==> config.mk <==
export PLATFORM = sky130hd
export DESIGN_NAME = evu_event_counter_flat
export DESIGN_NICKNAME = d
export VERILOG_FILES = /design/src/rtl/evu_pkg.sv /design/src/rtl/evu_event_counter_if.sv /design/src/rtl/evu_event_filter.sv /design/src/rtl/evu_event_counter.sv /design/src/flat_wrapper.sv
export SDC_FILE = /design/constraint.sdc
export NUM_CORES = 1
export LEC_CHECK = 0
export CELL_PAD_IN_SITES_DETAIL_PLACEMENT = 1
export CELL_PAD_IN_SITES_GLOBAL_PLACEMENT = 2
export CORE_MARGIN = 2
export CORE_UTILIZATION = 40
export CTS_BUF_LIST = sky130_fd_sc_hd__clkbuf_4 sky130_fd_sc_hd__clkbuf_8
export CTS_CLUSTER_DIAMETER = 150
export DETAILED_ROUTE_END_ITERATION = 6
export PLACE_DENSITY_LB_ADDON = 0.1
export SLEW_MARGIN = 20
export SYNTH_ARGS = -nofsm -noshare
export SYNTH_HDL_FRONTEND = slang
export SYNTH_HIERARCHICAL = 1
export SYNTH_SLANG_ARGS = --single-unit
==> constraint.sdc <==
create_clock -name clk_i -period 8.95 [get_ports clk_i]
set_input_delay 1.3425 -clock clk_i [delete_from_list [all_inputs] [get_ports clk_i]]
set_output_delay 1.3425 -clock clk_i [all_outputs]
set_load 0.02 [all_outputs]
==> src/rtl/evu_pkg.sv <==
// Shared types and constants for the event-unit counter block.
package evu_pkg;

  typedef enum logic [1:0] {
    ST_IDLE    = 2'd0,
    ST_RUN     = 2'd1,
    ST_TRIPPED = 2'd2
  } evu_cnt_state_e;

  localparam logic [1:0] PRIV_ENC_M = 2'b01;
  localparam logic [1:0] PRIV_ENC_S = 2'b10;
  localparam logic [1:0] PRIV_ENC_U = 2'b11;

  // Privilege 00 is not a real mode and never matches.
  function automatic logic priv_allowed(logic [1:0] priv, logic [2:0] mask);
    case (priv)
      PRIV_ENC_M: return mask[0];
      PRIV_ENC_S: return mask[1];
      PRIV_ENC_U: return mask[2];
      default:    return 1'b0;
    endcase
  endfunction

endpackage

==> src/rtl/evu_event_counter_if.sv <==
// Event stream and counter read port between the event unit and the counter block.
interface evu_event_counter_if #(
  parameter int NUM_EVENTS = 4,
  parameter int ASID_WIDTH = 16,
  parameter int CNT_WIDTH  = 32,
  parameter int IDX_W      = (NUM_EVENTS > 1) ? $clog2(NUM_EVENTS) : 1
);
  logic [NUM_EVENTS-1:0]   e_id;
  logic [ASID_WIDTH+1:0]   e_info;
  logic                    s_id;
  logic                    rd_req;
  logic [IDX_W-1:0]        rd_idx;
  logic                    rd_valid;
  logic [CNT_WIDTH-1:0]    rd_data;

  modport master (
    output e_id, e_info, s_id, rd_req, rd_idx,
    input  rd_valid, rd_data
  );

  modport slave (
    input  e_id, e_info, s_id, rd_req, rd_idx,
    output rd_valid, rd_data
  );
endinterface

==> src/rtl/evu_event_filter.sv <==
// Qualifies event bits by privilege, ASID and stream id; one register stage.
module evu_event_filter
  import evu_pkg::*;
#(
  parameter int NUM_EVENTS = 4,
  parameter int ASID_WIDTH = 16
) (
  input  logic                  clk,
  input  logic                  rst,
  input  logic                  clear,
  input  logic [NUM_EVENTS-1:0] e_id,
  input  logic [ASID_WIDTH+1:0] e_info,
  input  logic                  s_id,
  input  logic [2:0]            cfg_priv_mask,
  input  logic                  cfg_asid_en,
  input  logic [ASID_WIDTH-1:0] cfg_asid,
  input  logic                  cfg_sid,
  output logic [NUM_EVENTS-1:0] qual_p1
);

  typedef struct packed {
    logic [1:0]            priv;
    logic [ASID_WIDTH-1:0] asid;
  } e_info_t;

  e_info_t info;
  logic    match;

  assign info = e_info_t'(e_info);

  always_comb begin
    match = priv_allowed(info.priv, cfg_priv_mask)
            && (!cfg_asid_en || (info.asid == cfg_asid))
            && (s_id == cfg_sid);
  end

  // p0 -> p1: captures every cycle; clear drops whatever is in flight.
  always_ff @(posedge clk) begin
    if (rst || clear) begin
      qual_p1 <= '0;
    end else begin
      qual_p1 <= e_id & {NUM_EVENTS{match}};
    end
  end

endmodule

==> src/rtl/evu_event_counter.sv <==
// Per-line event counters with run/stop/trip control, sticky wrap flags and a
// one-cycle read port returning the pre-update counter value.
module evu_event_counter
  import evu_pkg::*;
#(
  parameter int NUM_EVENTS = 4,
  parameter int ASID_WIDTH = 16,
  parameter int CNT_WIDTH  = 32
) (
  input  logic                  clk_i,
  input  logic                  rst_i,
  evu_event_counter_if.slave    evu,
  input  logic [2:0]            cfg_priv_mask_i,
  input  logic                  cfg_asid_en_i,
  input  logic [ASID_WIDTH-1:0] cfg_asid_i,
  input  logic                  cfg_sid_i,
  input  logic [CNT_WIDTH-1:0]  cfg_threshold_i,
  input  logic                  cmd_start_i,
  input  logic                  cmd_stop_i,
  input  logic                  cmd_clear_i,
  output logic [NUM_EVENTS-1:0] overflow_o,
  output logic                  irq_o,
  output logic [1:0]            state_o
);

  localparam int IDX_W = (NUM_EVENTS > 1) ? $clog2(NUM_EVENTS) : 1;

  evu_cnt_state_e        state_q, state_d;
  logic [NUM_EVENTS-1:0] qual_p1;
  logic [CNT_WIDTH-1:0]  cnt_q [NUM_EVENTS];
  logic [CNT_WIDTH-1:0]  cnt_d [NUM_EVENTS];
  logic [NUM_EVENTS-1:0] ovf_q, ovf_d;
  logic                  trip;
  logic [CNT_WIDTH-1:0]  rd_sel;

  evu_event_filter #(
    .NUM_EVENTS (NUM_EVENTS),
    .ASID_WIDTH (ASID_WIDTH)
  ) u_filter (
    .clk           (clk_i),
    .rst           (rst_i),
    .clear         (cmd_clear_i),
    .e_id          (evu.e_id),
    .e_info        (evu.e_info),
    .s_id          (evu.s_id),
    .cfg_priv_mask (cfg_priv_mask_i),
    .cfg_asid_en   (cfg_asid_en_i),
    .cfg_asid      (cfg_asid_i),
    .cfg_sid       (cfg_sid_i),
    .qual_p1       (qual_p1)
  );

  // Trip looks at every counter's next value, so a wrap to zero never trips.
  always_comb begin : count_next
    cnt_d = cnt_q;
    ovf_d = ovf_q;
    trip  = 1'b0;
    for (int i = 0; i < NUM_EVENTS; i++) begin
      if ((state_q == ST_RUN) && qual_p1[i]) begin
        cnt_d[i] = cnt_q[i] + CNT_WIDTH'(1);
        if (cnt_q[i] == '1) ovf_d[i] = 1'b1;
      end
      if ((cfg_threshold_i != '0) && (cnt_d[i] >= cfg_threshold_i)) trip = 1'b1;
    end
  end

  always_comb begin : fsm_next
    state_d = state_q;
    irq_o   = (state_q == ST_TRIPPED);
    state_o = state_q;
    case (state_q)
      ST_RUN: begin
        if (cmd_stop_i)  state_d = ST_IDLE;
        else if (trip)   state_d = ST_TRIPPED;
      end
      ST_TRIPPED: state_d = ST_TRIPPED;
      default: state_d = cmd_start_i ? ST_RUN : ST_IDLE;
    endcase
    if (cmd_clear_i) state_d = ST_IDLE;
  end

  always_ff @(posedge clk_i) begin : fsm_reg
    if (rst_i) state_q <= ST_IDLE;
    else       state_q <= state_d;
  end

  // p1 -> p2: counters and sticky overflow flags.
  always_ff @(posedge clk_i) begin : count_reg
    if (rst_i || cmd_clear_i) begin
      for (int i = 0; i < NUM_EVENTS; i++) cnt_q[i] <= '0;
      ovf_q <= '0;
    end else begin
      cnt_q <= cnt_d;
      ovf_q <= ovf_d;
    end
  end

  assign overflow_o = ovf_q;

  // Out-of-range indices fall through to zero.
  always_comb begin : rd_select
    rd_sel = '0;
    for (int i = 0; i < NUM_EVENTS; i++) begin
      if (evu.rd_idx == IDX_W'(i)) rd_sel = cnt_q[i];
    end
  end

  always_ff @(posedge clk_i) begin : rd_reg
    if (rst_i) begin
      evu.rd_valid <= 1'b0;
      evu.rd_data  <= '0;
    end else begin
      evu.rd_valid <= evu.rd_req;
      if (evu.rd_req) evu.rd_data <= rd_sel;
    end
  end

endmodule

==> src/flat_wrapper.sv <==
// flat-port wrapper written by rule: the top's interface ports become plain ports
module evu_event_counter_flat import evu_pkg::*;
#(
  parameter int NUM_EVENTS = 4,
  parameter int ASID_WIDTH = 16,
  parameter int CNT_WIDTH  = 32
)
  (clk_i, rst_i, cfg_priv_mask_i, cfg_asid_en_i, cfg_asid_i, cfg_sid_i, cfg_threshold_i, cmd_start_i, cmd_stop_i, cmd_clear_i, overflow_o, irq_o, state_o, evu_e_id, evu_e_info, evu_s_id, evu_rd_req, evu_rd_idx, evu_rd_valid, evu_rd_data);
  evu_event_counter_if #(.NUM_EVENTS(NUM_EVENTS), .ASID_WIDTH(ASID_WIDTH), .CNT_WIDTH(CNT_WIDTH)) evu_i ();
  input  logic clk_i;
  input  logic rst_i;
  input  logic [2:0] cfg_priv_mask_i;
  input  logic cfg_asid_en_i;
  input  logic [ASID_WIDTH-1:0] cfg_asid_i;
  input  logic cfg_sid_i;
  input  logic [CNT_WIDTH-1:0] cfg_threshold_i;
  input  logic cmd_start_i;
  input  logic cmd_stop_i;
  input  logic cmd_clear_i;
  output logic [NUM_EVENTS-1:0] overflow_o;
  output logic irq_o;
  output logic [1:0] state_o;
  input wire logic [$bits(evu_i.e_id)-1:0] evu_e_id;
  input wire logic [$bits(evu_i.e_info)-1:0] evu_e_info;
  input wire logic [$bits(evu_i.s_id)-1:0] evu_s_id;
  input wire logic [$bits(evu_i.rd_req)-1:0] evu_rd_req;
  input wire logic [$bits(evu_i.rd_idx)-1:0] evu_rd_idx;
  output wire logic [$bits(evu_i.rd_valid)-1:0] evu_rd_valid;
  output wire logic [$bits(evu_i.rd_data)-1:0] evu_rd_data;
  assign evu_i.e_id = evu_e_id;
  assign evu_i.e_info = evu_e_info;
  assign evu_i.s_id = evu_s_id;
  assign evu_i.rd_req = evu_rd_req;
  assign evu_i.rd_idx = evu_rd_idx;
  assign evu_rd_valid = evu_i.rd_valid;
  assign evu_rd_data = evu_i.rd_data;
  evu_event_counter #(.NUM_EVENTS(NUM_EVENTS), .ASID_WIDTH(ASID_WIDTH), .CNT_WIDTH(CNT_WIDTH)) u_core (.clk_i(clk_i), .rst_i(rst_i), .evu(evu_i), .cfg_priv_mask_i(cfg_priv_mask_i), .cfg_asid_en_i(cfg_asid_en_i), .cfg_asid_i(cfg_asid_i), .cfg_sid_i(cfg_sid_i), .cfg_threshold_i(cfg_threshold_i), .cmd_start_i(cmd_start_i), .cmd_stop_i(cmd_stop_i), .cmd_clear_i(cmd_clear_i), .overflow_o(overflow_o), .irq_o(irq_o), .state_o(state_o));
endmodule
==> flow_results.xml <==
<?xml version="1.0" encoding="UTF-8"?>
<metrics>
  <group name="sta">
    <metric name="fmaxAchievable" unit="MHz">200.5</metric>
    <metric name="worst_slew_pin_slew" unit="ns">0.9539</metric>
    <metric name="final.setup_skew" unit="ns">0.01763</metric>
    <metric name="hold_viol" unit="">0</metric>
    <metric name="grt_setup_unrepaired" unit="">no</metric>
    <metric name="fin_setup_tns" unit="ns">0</metric>
    <metric name="timing.final.ws_setup" unit="ns">3.963</metric>
    <metric name="timing.final.max_slew_violations" unit="">0</metric>
    <metric name="finalSetupViolCount" unit="">0</metric>
    <metric name="max_slew_margin" unit="">0.3640</metric>
    <metric name="min_period_over_period" unit="">0.5572</metric>
    <metric name="finalCriticalPeriod" unit="ns">4.987</metric>
  </group>
  <group name="logic_synthesis">
    <metric name="synth_warnings" unit="">6</metric>
    <metric name="yosysTopAreaCellShare" unit="">0.3053</metric>
    <metric name="synthDominantAreaCellType" unit="">dfxtp_1</metric>
    <metric name="synth_sequential_area_ratio" unit="">0.3053</metric>
    <metric name="synth_common_cells" unit="">dfxtp_1 (171), ha_1 (134), and2_1 (132), xnor2_1 (102), nand2_1 (89)</metric>
    <metric name="asyncSetResetFlopFracSynth" unit="">0</metric>
    <metric name="synth_adder_area_share" unit="">0.1495</metric>
    <metric name="syn-num-nets" unit="">1423</metric>
    <metric name="synth_area_leaders" unit="">dfxtp_1 (31%), ha_1 (15%), xnor2_1 (8.0%)</metric>
    <metric name="yosys-mux-area-fraction" unit="">0.1004</metric>
    <metric name="synth_enable_flop_cells" unit="">0</metric>
    <metric name="number_of_synthesized_register_bits" unit="">171</metric>
    <metric name="synth_xor_xnor_area_share" unit="">0.1108</metric>
    <metric name="synth-main-ff-cell" unit="">dfxtp_1</metric>
    <metric name="postSynthCellCount" unit="">1205</metric>
    <metric name="yosys.cell_count.top_type" unit="">dfxtp_1</metric>
    <metric name="synth_simple_gate_area_share" unit="">0.2476</metric>
    <metric name="syn-mean-instance-area" unit="um^2">9.306</metric>
    <metric name="ys_types" unit="">62</metric>
    <metric name="syn-cell-area" unit="um^2">11210</metric>
    <metric name="synth_top_family_by_area" unit="">simple AND/OR/NAND/NOR gates</metric>
    <metric name="synth-compound-area-share" unit="">0.05769</metric>
  </group>
  <group name="setup_path">
    <metric name="critical_path_arrival" unit="ns">5.38</metric>
    <metric name="setup.worst_path.class" unit="">flip-flop to flip-flop</metric>
    <metric name="worst_r2r_path_depth" unit="">15</metric>
    <metric name="critical_path.startpoint_type" unit="">flip-flop</metric>
    <metric name="required" unit="ns">9.35</metric>
    <metric name="critical_path.endpoint_type" unit="">flip-flop</metric>
    <metric name="crit_fanout" unit="">12</metric>
  </group>
  <group name="clock_network">
    <metric name="cts_buffers" unit="">17</metric>
    <metric name="cts-resized-gates" unit="">0</metric>
    <metric name="ctsHoldBuffers" unit="">0</metric>
    <metric name="clock_insertion_delay_worst_skew" unit="ns">0.47</metric>
    <metric name="cts_setup_buffers" unit="">0</metric>
    <metric name="clkSinkCount" unit="">171</metric>
    <metric name="cts_tree" unit="">yes</metric>
    <metric name="clock_tree.buffer_depth" unit="">2</metric>
    <metric name="h-tree-depth" unit="">4</metric>
    <metric name="clock_transition_time_at_the_flip_flop_clock_pins_of_the_worst_setup_and_hold_paths" unit="ns">0.09</metric>
    <metric name="clock-root-buffer" unit="">clkbuf_8</metric>
  </group>
  <group name="status">
    <metric name="outcome" unit="">completed</metric>
  </group>
  <group name="finish">
    <metric name="layout-drive-gt1-share" unit="">0.07669</metric>
    <metric name="nets" unit="">1535</metric>
    <metric name="final-seq-area" unit="um^2">3423</metric>
    <metric name="footprint_of_the_multi_input_gates" unit="um^2">7476</metric>
    <metric name="synthToLayoutAreaGrowth" unit="%">17.42</metric>
    <metric name="filler_cell_count" unit="">3210</metric>
    <metric name="num_antenna_cells" unit="">0</metric>
  </group>
  <group name="drt">
    <metric name="drtPass1Iterations" unit="">7</metric>
    <metric name="final_antenna_net_count" unit="">0</metric>
    <metric name="wl" unit="mm">35.23</metric>
    <metric name="avgViaCountPerCell" unit="">5.433</metric>
    <metric name="dr_total_vias" unit="">9280</metric>
    <metric name="detailedRoute.firstIterationViolations" unit="">491</metric>
    <metric name="route.detailed.drc" unit="">0</metric>
    <metric name="routed_wire_length_per_instance" unit="um">20.63</metric>
  </group>
  <group name="placed_design">
    <metric name="post-dp-hpwl" unit="mm">27.89</metric>
    <metric name="io_buffers" unit="">123</metric>
    <metric name="placement.setup.worst_slack" unit="ns">3.943</metric>
    <metric name="finalWeightedCongestion" unit="">0.8574</metric>
  </group>
  <group name="global_routing">
    <metric name="first_pass_grt_wire_length" unit="mm">54.70</metric>
    <metric name="grt_overflow_total" unit="">0</metric>
    <metric name="grt.total_usage" unit="">0.2466</metric>
    <metric name="first_global_vias" unit="">9516</metric>
    <metric name="grt_antenna_before_repair" unit="">1</metric>
    <metric name="grt_max_degree" unit="">121</metric>
  </group>
  <group name="min_path">
    <metric name="hold-path-cell-count" unit="">2</metric>
    <metric name="worst_hold_path_type" unit="">flip-flop to flip-flop</metric>
  </group>
  <group name="die">
    <metric name="floorplan.initialDensity" unit="">0.4047</metric>
    <metric name="core_region_area" unit="um^2">27710</metric>
    <metric name="core.rowCount" unit="">61</metric>
    <metric name="die_height" unit="um">171.4</metric>
    <metric name="die_area" unit="um^2">29390</metric>
    <metric name="ioPinCount" unit="">124</metric>
    <metric name="die_w" unit="um">171.4</metric>
  </group>
  <group name="pwr">
    <metric name="static-leakage-power" unit="nW">5.585</metric>
    <metric name="vdd.ir_drop.worst" unit="mV">0.05719</metric>
    <metric name="powerDensity" unit="nW/um^2">109.9</metric>
  </group>
  <group name="run">
    <metric name="maxCapViolCount" unit="">0</metric>
  </group>
</metrics>
## kinds of logic (layout without fill, tap and decap cells)
family,Yosys count,count (layout)
compound gates,109,109
simple gates,497,497
buf+inv,81,206
fa+ha+maj,134,134
flops,171,171
xor+xnor,141,141
mux,72,72
## final cells by class
cell class	count	area share
inverters	47	0.01340
repair buffers	127	0.09455
multi-input cells	953	0.5678
clock inverters	12	0.007888
flip-flops and latches	171	0.2600
well taps	378	0.03592
clock buffers	20	0.02043
## metrics by stage
step / cells / util / hold slack, ns / instance area (um^2) / power [W]
floorplan: 1205 / - / 0.5081 / 11210 / 0.0008515
global placement: 1676 / 0.4616 / 0.4707 / 12790 / 0.0009187
detailed placement: 1676 / 0.4616 / 0.4722 / 12790 / 0.0009208
CTS: 1708 / 0.4751 / 0.5001 / 13160 / 0.001467
global route: 1708 / 0.4752 / 0.5298 / 13170 / 0.001510
finish: 1708 / 0.4752 / 0.4999 / 13170 / 0.001448
## registers in the layout, indices dropped and copies added (netlist names)
| name | cells |
|---|---|
| u_core/cnt_q | 128 |
| u_core/evu.rd_data | 32 |
| u_core/evu.rd_valid | 1 |
| u_core/overflow_o | 4 |
| u_core/state_o | 2 |
| u_core/u_filter/qual_p1 | 4 |
## critical path: stages, from the launching register on
cell	delay [ns]
dfxtp_1	0.35
inv_1	0.07
ha_1	0.42
nand4_1	0.28
nor3_2	0.57
nand3_1	0.21
nor3_2	0.53
nand3_1	0.17
xnor2_1	0.19
ha_1	0.31
nand4_1	0.23
nor4_1	0.57
o311a_1	0.26
a211oi_1	0.09
a31oi_1	0.44
mux2i_1	0.23
## layout by cell type, fill, tap and decap left out, drive strengths merged, types with 36 or more instances in the layout
master / Yosys / routed
a21oi: 53 / 53
and2: 133 / 133
clkdlybuf4s50: 0 / 119
dfxtp: 171 / 171
ha: 134 / 134
inv: 47 / 53
mux2i: 36 / 36
nand2: 89 / 89
nand3: 43 / 43
nand4: 54 / 54
nor2: 82 / 82
xnor2: 102 / 102
xor2: 39 / 39
## worst paths after layout
kind	to	slack, ns	from
worst min-delay path	u_core/state_o[0]$_SDFFE_PP0P_	0.50	u_core/state_o[0]$_SDFFE_PP0P_
worst max register to register	u_core/state_o[0]$_SDFFE_PP0P_	3.96	u_core/state_o[1]$_SDFFE_PP0P_
worst max-delay path	u_core/state_o[0]$_SDFFE_PP0P_	3.96	u_core/state_o[1]$_SDFFE_PP0P_
worst min register to register	u_core/state_o[0]$_SDFFE_PP0P_	0.50	u_core/state_o[0]$_SDFFE_PP0P_
## report_power, final
group	internal, W	total [W]	leakage (nW)	switching, W
clock	0.000218	0.000546	0.183	0.000328
sequential	0.000761	0.000761	1.38	0.000000441
combinational	0.0000645	0.000140	4.03	0.0000758
## routing by layer
| layer | GRT usage | up-vias | part of all wire |
|---|---|---|---|
| li1 | - | 4507 | - |
| met1 | 0.3331 | 4590 | 0.46 |
| met2 | 0.4100 | 146 | 0.48 |
| met3 | 0.03359 | 37 | 0.030 |
| met4 | 0.07222 | 0 | 0.022 |
| met5 | 0 | - | 0 |
(Power assumes the default switching activity.)
